===== src/rtl/data_mem_if.sv =====
// data_mem_if: bridge between the load/store unit and a req/gnt/rvalid data memory port.
// A held core request is alignment-checked and lane-shifted, then issued as one word-aligned
// memory access with wait states. The pipeline stalls until a one-cycle o_done pulse.
// Misaligned requests complete without touching memory. Stalled handshakes end in a bus error.
module data_mem_if #(
    parameter int ADDR_W  = 32,
    parameter int DATA_W  = 32,
    parameter int TIMEOUT = 15
) (
    input  logic              i_clk,
    input  logic              i_rstn,
    input  logic              i_req,
    input  logic              i_wen,
    input  logic              i_ren,
    input  logic [2:0]        i_func3,
    input  logic [ADDR_W-1:0] i_addr,
    input  logic [3:0]        i_byte_en,
    input  logic [DATA_W-1:0] i_wdata,
    output logic              o_stall,
    output logic              o_done,
    output logic [DATA_W-1:0] o_rdata,
    output logic              o_misaligned,
    output logic              o_bus_err,
    output logic              o_mem_req,
    output logic              o_mem_we,
    output logic [ADDR_W-1:0] o_mem_addr,
    output logic [3:0]        o_mem_be,
    output logic [DATA_W-1:0] o_mem_wdata,
    input  logic              i_mem_gnt,
    input  logic              i_mem_rvalid,
    input  logic [DATA_W-1:0] i_mem_rdata
);

    // Wait-state counter sized to hold TIMEOUT. A TIMEOUT of 0 disables the bus-error path.
    localparam bit                TIMEOUT_EN = (TIMEOUT > 0);
    localparam int                CNT_W      = (TIMEOUT > 1) ? $clog2(TIMEOUT + 1) : 1;
    localparam logic [CNT_W-1:0]  CNT_LAST   = TIMEOUT_EN ? CNT_W'(TIMEOUT - 1) : '0;

    typedef enum logic [1:0] {
        ST_IDLE,
        ST_REQ,
        ST_RDWAIT,
        ST_DONE
    } state_e;

    state_e              state_q, state_d;
    logic [ADDR_W-1:0]   mem_addr_q, mem_addr_d;
    logic [3:0]          mem_be_q, mem_be_d;
    logic [DATA_W-1:0]   mem_wdata_q, mem_wdata_d;
    logic                mem_we_q, mem_we_d;
    logic [DATA_W-1:0]   rdata_q, rdata_d;
    logic [CNT_W-1:0]    cnt_q, cnt_d;
    logic                misaligned_q, misaligned_d;
    logic                bus_err_q, bus_err_d;

    logic                req_active;
    logic                is_write;
    logic                misaligned_req;
    logic [DATA_W-1:0]   shifted_wdata;
    logic                done;
    logic                unused_func3_bit;

    // The sign/unsigned bit of func3 only matters to load extraction, which is done downstream.
    assign unused_func3_bit = i_func3[2];

    // Decode the held core request: activity, direction, alignment and store-lane placement.
    always_comb begin
        req_active = i_req & (i_wen | i_ren);
        // A request with both enables set is treated as a store.
        is_write   = i_wen;
        unique case (i_func3[1:0])
            2'b00:   misaligned_req = 1'b0;
            2'b01:   misaligned_req = (i_addr[1:0] == 2'b11);
            default: misaligned_req = (i_addr[1:0] != 2'b00);
        endcase
        shifted_wdata = i_wdata << {i_addr[1:0], 3'b000};
    end

    // Next-state and next-register values of the access sequencer.
    always_comb begin
        // NOTE: every variable gets a default before the case, so no path leaves one unassigned
        // and no latch is inferred.
        state_d       = state_q;
        mem_addr_d    = mem_addr_q;
        mem_be_d      = mem_be_q;
        mem_wdata_d   = mem_wdata_q;
        mem_we_d      = mem_we_q;
        rdata_d       = rdata_q;
        cnt_d         = cnt_q;
        misaligned_d  = 1'b0;
        bus_err_d     = 1'b0;

        unique case (state_q)
            ST_IDLE: begin
                cnt_d = '0;
                if (req_active) begin
                    if (misaligned_req) begin
                        // Rejected without a memory access. The memory-side registers stay at 0.
                        state_d      = ST_DONE;
                        misaligned_d = 1'b1;
                    end else begin
                        state_d     = ST_REQ;
                        mem_addr_d  = {i_addr[ADDR_W-1:2], 2'b00};
                        mem_be_d    = is_write ? i_byte_en : 4'b1111;
                        mem_wdata_d = shifted_wdata;
                        mem_we_d    = is_write;
                    end
                end
            end

            ST_REQ: begin
                if (i_mem_gnt) begin
                    // The read-data phase gets its own full wait budget.
                    cnt_d   = '0;
                    state_d = mem_we_q ? ST_DONE : ST_RDWAIT;
                end else if (TIMEOUT_EN && (cnt_q >= CNT_LAST)) begin
                    state_d   = ST_DONE;
                    bus_err_d = 1'b1;
                end else if (TIMEOUT_EN) begin
                    cnt_d = cnt_q + CNT_W'(1);
                end
            end

            ST_RDWAIT: begin
                if (i_mem_rvalid) begin
                    rdata_d = i_mem_rdata;
                    state_d = ST_DONE;
                end else if (TIMEOUT_EN && (cnt_q >= CNT_LAST)) begin
                    state_d   = ST_DONE;
                    bus_err_d = 1'b1;
                end else if (TIMEOUT_EN) begin
                    cnt_d = cnt_q + CNT_W'(1);
                end
            end

            ST_DONE: begin
                state_d     = ST_IDLE;
                cnt_d       = '0;
                mem_addr_d  = '0;
                mem_be_d    = '0;
                mem_wdata_d = '0;
                mem_we_d    = 1'b0;
            end

            default: begin
                state_d = ST_IDLE;
            end
        endcase
    end

    // State and datapath registers, all cleared by the asynchronous reset.
    always_ff @(posedge i_clk or negedge i_rstn) begin
        if (!i_rstn) begin
            state_q      <= ST_IDLE;
            mem_addr_q   <= '0;
            mem_be_q     <= '0;
            mem_wdata_q  <= '0;
            mem_we_q     <= 1'b0;
            rdata_q      <= '0;
            cnt_q        <= '0;
            misaligned_q <= 1'b0;
            bus_err_q    <= 1'b0;
        end else begin
            // NOTE: non-blocking assignments keep every register sampling pre-edge values,
            // independent of statement order.
            state_q      <= state_d;
            mem_addr_q   <= mem_addr_d;
            mem_be_q     <= mem_be_d;
            mem_wdata_q  <= mem_wdata_d;
            mem_we_q     <= mem_we_d;
            rdata_q      <= rdata_d;
            cnt_q        <= cnt_d;
            misaligned_q <= misaligned_d;
            bus_err_q    <= bus_err_d;
        end
    end

    // Output drive.
    // The stall is gated by reset, so every output reads 0 while i_rstn is low.
    always_comb begin
        done         = (state_q == ST_DONE);
        o_done       = done;
        o_stall      = i_rstn & req_active & ~done;
        o_rdata      = rdata_q;
        o_misaligned = misaligned_q;
        o_bus_err    = bus_err_q;
        o_mem_req    = (state_q == ST_REQ);
        o_mem_we     = mem_we_q;
        o_mem_addr   = mem_addr_q;
        o_mem_be     = mem_be_q;
        o_mem_wdata  = mem_wdata_q;
    end

endmodule


===== config.mk =====
export PLATFORM = sky130hd
export DESIGN_NAME = data_mem_if
export DESIGN_NICKNAME = d
export VERILOG_FILES = /design/src/rtl/data_mem_if.sv
export SDC_FILE = /design/constraint.sdc
export NUM_CORES = 1
export LEC_CHECK = 0
export CAP_MARGIN = 20
export CORE_MARGIN = 4
export CORE_UTILIZATION = 40
export DETAILED_ROUTE_END_ITERATION = 6
export DONT_BUFFER_PORTS = 1
export GPL_TIMING_DRIVEN = 0
export HOLD_SLACK_MARGIN = 0.02
export PLACE_DENSITY = 0.59
export SLEW_MARGIN = 20
export SYNTH_ARGS = -nofsm -noshare
export SYNTH_HDL_FRONTEND = slang
export SYNTH_SLANG_ARGS = --single-unit

===== constraint.sdc =====
create_clock -name i_clk -period 1.59 [get_ports i_clk]
set_input_delay 0.318 -clock i_clk [delete_from_list [all_inputs] [get_ports i_clk]]
set_output_delay 0.318 -clock i_clk [all_outputs]
set_load 0.1 [all_outputs]

==> results.toml, run 1 <==
[run_status]
status = "finished, violations left"
violations = "hold timing, setup timing"

[place]
gp_congestion = 0.835
dpl.hpwl_mm = 8.83
place_inst = 499
portBuffers = 0

[finish]
synthToLayoutAreaGrowth_pct = 25.7
regArea_sq_um = 2810
multi_input_area_sq_um = 1980
antenna_cells = 0
final_common_cell = "dfrtp_2"
fillers = 1009
mostFrequentLayoutCells = "dfrtp_2 (103), a22o_1 (50), mux2_2 (32)"
drive_above_1_share_pct = 59.5
finalNonFillerCells = 545
nNetsFinal = 513

[logic_synthesis]
async_flop_share_pct = 100
synth_flop_cell = "dfrtp_1"
synth_seq_cells = 107
ys_warn_count = 0
syn-cell-area_sq_um = 4750
syn_inst = 355
synth_edf_count = 0
ys_seq_area_share_pct = 56.4
synth.distinct_cells = 45
syn_area_per_cell_sq_um = 13.4

[floorplanning]
ios = 216
core_sq_um = 11500
initial_core_util_pct = 41.2
rows = 39
die_h_um = 117
die_area_sq_um = 13700
die_w_um = 117

[detailed_routing]
dr_wl_met2_mm = 6.17
routed.top_layer = "met4"
avgRoutedWirePerCell_um = 23.2
vias = 3186
drt_iter0_drc = 192
drt-total-wl_mm = 12.7
m1WireLength_mm = 4.90
vias_per_cell = 5.85
wl_met3_mm = 1.39
drc = 0
drtPass1Iterations = 4
ant_nets = 0

[global_route]
overflow = 0
antenna_found_initial = 0
first_global_vias = 3343
grt_usage_pct = 17.7
grt_pass1_wl_mm = 18.3
grt_max_degree = 109

[critical_path]
cp_data_required_time_ps = 1270
startpoint_type = "flop"
crit_fanout = 5
timing.critical_path.arrival_ps = 1770
end_kind = "output port"
path_class = "reg -> out"

[cts]
cts_buffers = 9
root_buffer = "clkbuf_16"
cts_htree_levels = 3
clock-sinks = 107
path_clk_slew_ps = 70
worstSkewPairLatency_ps = 350
cts_tree = "built"
cts_max_path_buffers = 2

[sta]
slew_headroom_pct = 62.8
hold_ws_ps = -340
setup_ws_ps = -499
fin_crit_ps = 2090
hold_violations = 107
rsz0062_at_grt = "true"
clock_skew_ps = 5.74
tightest_slew_ps = 557
fin_crit_sh_pct = 131
fmax_ghz = 0.479
drv_slew = 0
setup_violations = 77

[run]
maxCapViolCount = 0

[hold_path]
hp-class = "in -> async"
-- kinds of logic (layout without fill, tap and decap cells) --
| kind of cell | after synthesis | count (layout) | synth area share (%) |
|---|---|---|---|
| buffers and inverters | 35 | 81 | 4.59 |
| AO/OA/AOI/OAI | 110 | 110 | 20.1 |
| flip-flops | 107 | 107 | 56.4 |
| AND/OR/NAND/NOR | 47 | 47 | 6.09 |
| multiplexers | 49 | 49 | 11.2 |
| other | 1 | 2 | 0.0790 |
| adder cells (fa/ha/maj) | 6 | 6 | 1.58 |
-- what timing repair did --
item	4_1_cts	5_1_grt
pin swaps	11	9
resized for setup	142	15
hold endpoints to repair	107	107
gates cloned	8	1
buffers inserted	20	1
setup endpoints to repair	209	107
-- synth_stat cells, types with 2 or more instances --
master	instances	area, sq um
dfrtp_1	107	2680
a22o_1	50	438
mux2_2	32	360
mux2i_1	17	170
nand2_1	13	48.8
nor2b_1	11	68.8
a21o_1	10	75.1
buf_2	9	45.0
a211o_1	8	70.1
buf_4	8	60.1
nor4_1	8	50.1
o2bb2ai_1	8	70.1
buf_6	6	67.6
ha_1	6	75.1
inv_1	6	22.5
a21oi_1	5	25.0
a32o_2	5	56.3
clkbuf_1	5	18.8
o22ai_1	4	25.0
or2b_1	4	30.0
a32o_1	3	30.0
and3_1	3	18.8
a41oi_1	2	17.5
o211a_1	2	20.0
o211ai_1	2	15.0
o21ai_0	2	10.0
-- sequential cells by signal, indices dropped and copies added (netlist names) --
name / flops
o_mem_wdata: 32
o_rdata: 32
o_mem_addr: 30
cnt_q: 4
o_mem_be: 4
state_q: 2
o_bus_err: 1
o_mem_we: 1
o_misaligned: 1
-- layout make-up --
| class | count | share of cell area, % |
|---|---|---|
| Timing Repair Buffer | 30 | 6.25 |
| Clock inverter | 6 | 1.20 |
| Multi-Input combinational cell | 214 | 33.2 |
| Sequential cell | 107 | 47.0 |
| Clock buffer | 10 | 4.01 |
| Buffer | 29 | 4.82 |
| Inverter | 6 | 0.461 |
| Tap cell | 143 | 3.00 |
-- routing by layer --
layer / global-route usage [%] / up-vias
li1: - / 1424
met1: 21.1 / 1590
met2: 28.5 / 157
met3: 7.92 / 15
met4: 6.57 / 0
met5: 0 / -
-- critical path: stages (launching register included) --
cell and delay (ps):
dfrtp_2 430, ha_4 300, buf_8 170, and3b_4 520
-- per-stage QoR --
step                      hold slack [ps]  setup TNS (ps)  cell area, sq um  utilization [%]  setup WS, ps
after detailed placement             25.4          -28090              4990             43.3          -407
final                                -340          -22620              5970             51.8          -499
after floorplan                      22.4           -7690              4810                -          -155
after global routing                 -360          -29030              5970             51.8          -554
after CTS                            -359          -24430              5900             51.2          -533
after global placement               25.4          -24950              4990             43.3          -389
-- worst paths after layout --
check                      startpoint               to  slack [ps]  cells after the start
min reg2reg                  cnt_q[0]         cnt_q[0]         550                      1
min                            i_rstn  o_mem_wdata[19]        -340                      0
max in group asynchronous      i_rstn   o_mem_addr[22]        1780                      0
min in group i_clk         i_wdata[3]   o_mem_wdata[3]         100                      1
max                        state_q[1]          o_stall        -500                      3
max reg2reg                state_q[0]    o_mem_addr[2]        -400                      9
Power of run 1 is not shown: default switching activity piles up to over one toggle a cycle in this logic, so the estimate is an artifact.
==> run 2, diff against run 1 <==
Settings changed: REMOVE_ABC_BUFFERS from default to 1.
==> run 2 against run 1 <==
The flow still finishes with violations (hold timing, setup timing); sequential cell count stayed put; critical path type unchanged; sequential share of layout area rose by 2.6 points; clock skew about the same.
==> results.toml, run 2 (synthesis results as in run 1) <==
[global_route]
grt_max_degree = 109
grt_usage_pct = 17.1
overflow = 0
antenna_found_initial = 1
first_global_vias = 3195
grt_pass1_wl_mm = 17.8

[sta]
fin_setup_tns_ps = -7450
clock_skew_ps = 6.15
fmax_ghz = 0.555
drv_slew = 0
fin_crit_ps = 1800
hold_violations = 107
slew_headroom_pct = 37.6
fin_crit_sh_pct = 113
setup_violations = 88
hold_ws_ps = -345
setup_ws_ps = -211
rsz0062_at_grt = "true"
tightest_slew_ps = 935

[critical_path]
startpoint_type = "flop"
end_kind = "output port"
path_class = "reg -> out"
cp_data_required_time_ps = 1270
crit_fanout = 3
timing.critical_path.arrival_ps = 1480

[cts]
root_buffer = "clkbuf_16"
worstSkewPairLatency_ps = 350
cts_max_path_buffers = 2
clock-sinks = 107
path_clk_slew_ps = 80
cts_buffers = 9
cts_tree = "built"
cts_htree_levels = 3

[detailed_routing]
drt-total-wl_mm = 12.1
vias_per_cell = 5.98
avgRoutedWirePerCell_um = 23.6
drtPass1Iterations = 4
drt_iter0_drc = 138
drc = 0
vias = 3070
ant_nets = 0

[finish]
mostFrequentLayoutCells = "dfrtp_2 (103), a22o_1 (50), mux2_2 (32)"
fillers = 1015
regArea_sq_um = 2810
synthToLayoutAreaGrowth_pct = 19.1
final_common_cell = "dfrtp_2"
drive_above_1_share_pct = 55.9
antenna_cells = 0
multi_input_area_sq_um = 2020
nNetsFinal = 481

[floorplanning]
ios = 216
die_h_um = 117
die_w_um = 117
core_sq_um = 11500
die_area_sq_um = 13700
initial_core_util_pct = 41.2
rows = 39

[run_status]
status = "finished, violations left"
violations = "hold timing, setup timing"

[place]
pre_cts_ws_ps = -990
dpl.hpwl_mm = 8.14
portBuffers = 0
gp_congestion = 0.753

[run]
maxCapViolCount = 0

[hold_path]
hp-class = "in -> async"
==> run 2: changes by cell type in the layout (fill, tap and decap cells not counted), moves of 3 or more <==
| cell | previous run | this run |
|---|---|---|
| buf_6 | 15 | 4 |
| buf_4 | 24 | 15 |
| buf_8 | 7 | 0 |
| nor4_1 | 4 | 0 |
| buf_12 | 1 | 4 |
==> run 2: worst paths after layout <==
kind,from,to,slack (ps),cells after the start
min,i_rstn,o_mem_addr[17],-350,0
min reg2reg,cnt_q[0],cnt_q[0],540,1
min in group i_clk,i_wdata[0],o_mem_wdata[0],100,1
max reg2reg,state_q[0],cnt_q[1],-150,7
max in group asynchronous,i_rstn,o_rdata[2],1770,0
max,state_q[0],o_stall,-210,2
==> run 2: per-stage QoR <==
| stage | std cells | util (%) | instance area (sq um) |
|---|---|---|---|
| global placement | 470 | 41.1 | 4730 |
| floorplan | 327 | - | 4550 |
| CTS | 510 | 48.5 | 5580 |
| detailed placement | 477 | 42.3 | 4870 |
| finish | 513 | 49.1 | 5650 |
| global route | 513 | 49.1 | 5650 |
==> run 2: routing by layer <==
layer,routed length (um),GRT usage (%),share of wire (%),up-vias
li1,-,-,-,1358
met1,4730,20.0,39,1569
met2,6140,28.5,51,124
met3,1050,8.12,8.7,17
met4,181,4.59,1.5,2
met5,13,0,0.11,-
==> run 2: critical path, stage by stage (launching register included) <==
cell	delay, ps
dfrtp_2	440
ha_4	170
and3b_4	520
==> run 2: area by class of cell <==
class | count | area share (%)
sequential | 107 | 49.7
inverter | 6 | 0.398
clock buffer | 10 | 4.23
timing repair buffer | 26 | 5.76
multi-input combinational | 215 | 35.8
tap | 143 | 3.17
clock inverter | 6 | 1.04
==> run 2: what timing repair did <==
action	4_1_cts	5_1_grt
setup buffers	16	2
gates resized for setup	121	6
hold endpoints to repair	107	107
endpoints found under the setup margin	209	107
pin swaps	9	3
gates cloned	1	1
Power of run 2 is left out for the same reason.
==> run 3, diff against run 2 <==
Settings changed: CTS_CLUSTER_DIAMETER from default to 40, SETUP_SLACK_MARGIN from default to 0.05.
==> run 3 against run 2 <==
The run still ends with hold timing, setup timing left; die area unchanged; clock-buffer cell count unchanged; clock skew about the same; sequential share of layout area down 0.31 points; highest routed layer unchanged.
==> results.toml, run 3 (synthesis results as in run 1) <==
[run_status]
status = "finished, violations left"
violations = "hold timing, setup timing"

[floorplanning]
die_h_um = 117
die_w_um = 117
initial_core_util_pct = 41.2
core_sq_um = 11500
rows = 39
ios = 216
die_area_sq_um = 13700

[detailed_routing]
drt-total-wl_mm = 12.3
drtPass1Iterations = 5
ant_nets = 0
drt_iter0_drc = 152
vias = 3099
drc = 0
avgRoutedWirePerCell_um = 23.9
vias_per_cell = 6.03

[sta]
rsz0062_at_grt = "true"
setup_ws_ps = -223
tightest_slew_ps = 936
fmax_ghz = 0.552
clock_skew_ps = 6.02
fin_crit_ps = 1810
hold_ws_ps = -345
slew_headroom_pct = 37.5
hold_violations = 107
drv_slew = 0
setup_violations = 75
fin_crit_sh_pct = 114

[cts]
cts_tree = "built"
cts_htree_levels = 3
worstSkewPairLatency_ps = 350
cts_max_path_buffers = 2
cts_buffers = 9
path_clk_slew_ps = 80
clock-sinks = 107
root_buffer = "clkbuf_16"

[global_route]
grt_pass1_wl_mm = 18.2
grt_max_degree = 109
first_global_vias = 3228
antenna_found_initial = 1
grt_usage_pct = 17.6
overflow = 0

[critical_path]
timing.critical_path.arrival_ps = 1490
reg2reg_depth = 7
startpoint_type = "flop"
path_class = "reg -> out"
crit_fanout = 4
end_kind = "output port"
cp_data_required_time_ps = 1270

[finish]
mostFrequentLayoutCells = "dfrtp_2 (103), a22o_1 (50), mux2_2 (32)"
fillers = 1014
drive_above_1_share_pct = 56.6
synthToLayoutAreaGrowth_pct = 19.8
antenna_cells = 0
final_common_cell = "dfrtp_2"
nNetsFinal = 482

[place]
portBuffers = 0
gp_congestion = 0.753
dpl.hpwl_mm = 8.14

[run]
maxCapViolCount = 0

[hold_path]
hp-class = "in -> async"
## run 3: cell types whose count changed in the layout (fill, tap and decap cells not counted)
| cell | previous run | this run |
|---|---|---|
| nand2_8 | 1 | 2 |
| o31ai_1 | 1 | 0 |
| ha_2 | 1 | 0 |
| o31ai_2 | 0 | 1 |
| ha_4 | 3 | 4 |
| inv_1 | 5 | 4 |
| inv_2 | 1 | 2 |
## run 3: what timing repair did
item / 4_1_cts / 5_1_grt
pin swaps: 9 / 4
gates resized for setup: 121 / 10
setup buffers: 16 / 2
hold endpoints to repair: 107 / 107
endpoints found under the setup margin: 210 / 108
cloned: 3 / 0
## run 3: path summary, 6_finish.rpt
path / start / end / slack, ps
worst max-delay path: state_q[0] / o_stall / -220
min in group i_clk: i_wdata[4] / o_mem_wdata[4] / 100
worst max register to register: state_q[0] / cnt_q[1] / -150
worst min register to register: cnt_q[0] / cnt_q[0] / 540
worst min-delay path: i_rstn / o_mem_addr[17] / -340
max in group asynchronous: i_rstn / o_rdata[5] / 1770
## run 3: layout make-up
type | count | area, sq um | area share (%)
Sequential cell | 107 | 2810 | 49.4
Tap cell | 143 | 179 | 3.15
Clock buffer | 10 | 239 | 4.20
Inverter | 6 | 22.5 | 0.396
Multi-Input combinational cell | 216 | 2060 | 36.1
Timing Repair Buffer | 26 | 325 | 5.72
Clock inverter | 6 | 58.8 | 1.03
## run 3: worst max-delay path, stage by stage (launching register included)
cell	delay (ps)
dfrtp_2	450
ha_4	180
and3b_4	520
## run 3: metal layers
metal	up-vias	part of all wire [%]	GRT usage [%]
li1	1362	-	-
met1	1602	39	21.1
met2	124	51	28.9
met3	9	8.3	8.07
met4	2	1.2	4.43
met5	-	0.11	0
## run 3: metrics by stage
stage,util [%],cells,worst slack (ps),area [sq um],setup TNS [ps]
2_1_floorplan,-,327,-1750,4550,-130420
4_1_cts,48.7,512,-234,5610,-10760
5_1_grt,49.4,514,-267,5690,-13490
3_3_place_gp,41.1,470,-2820,4730,-212460
6_report,49.4,514,-223,5690,-6670
3_5_place_dp,42.3,477,-990,4870,-66070
Power of run 3 is left out for the same reason.
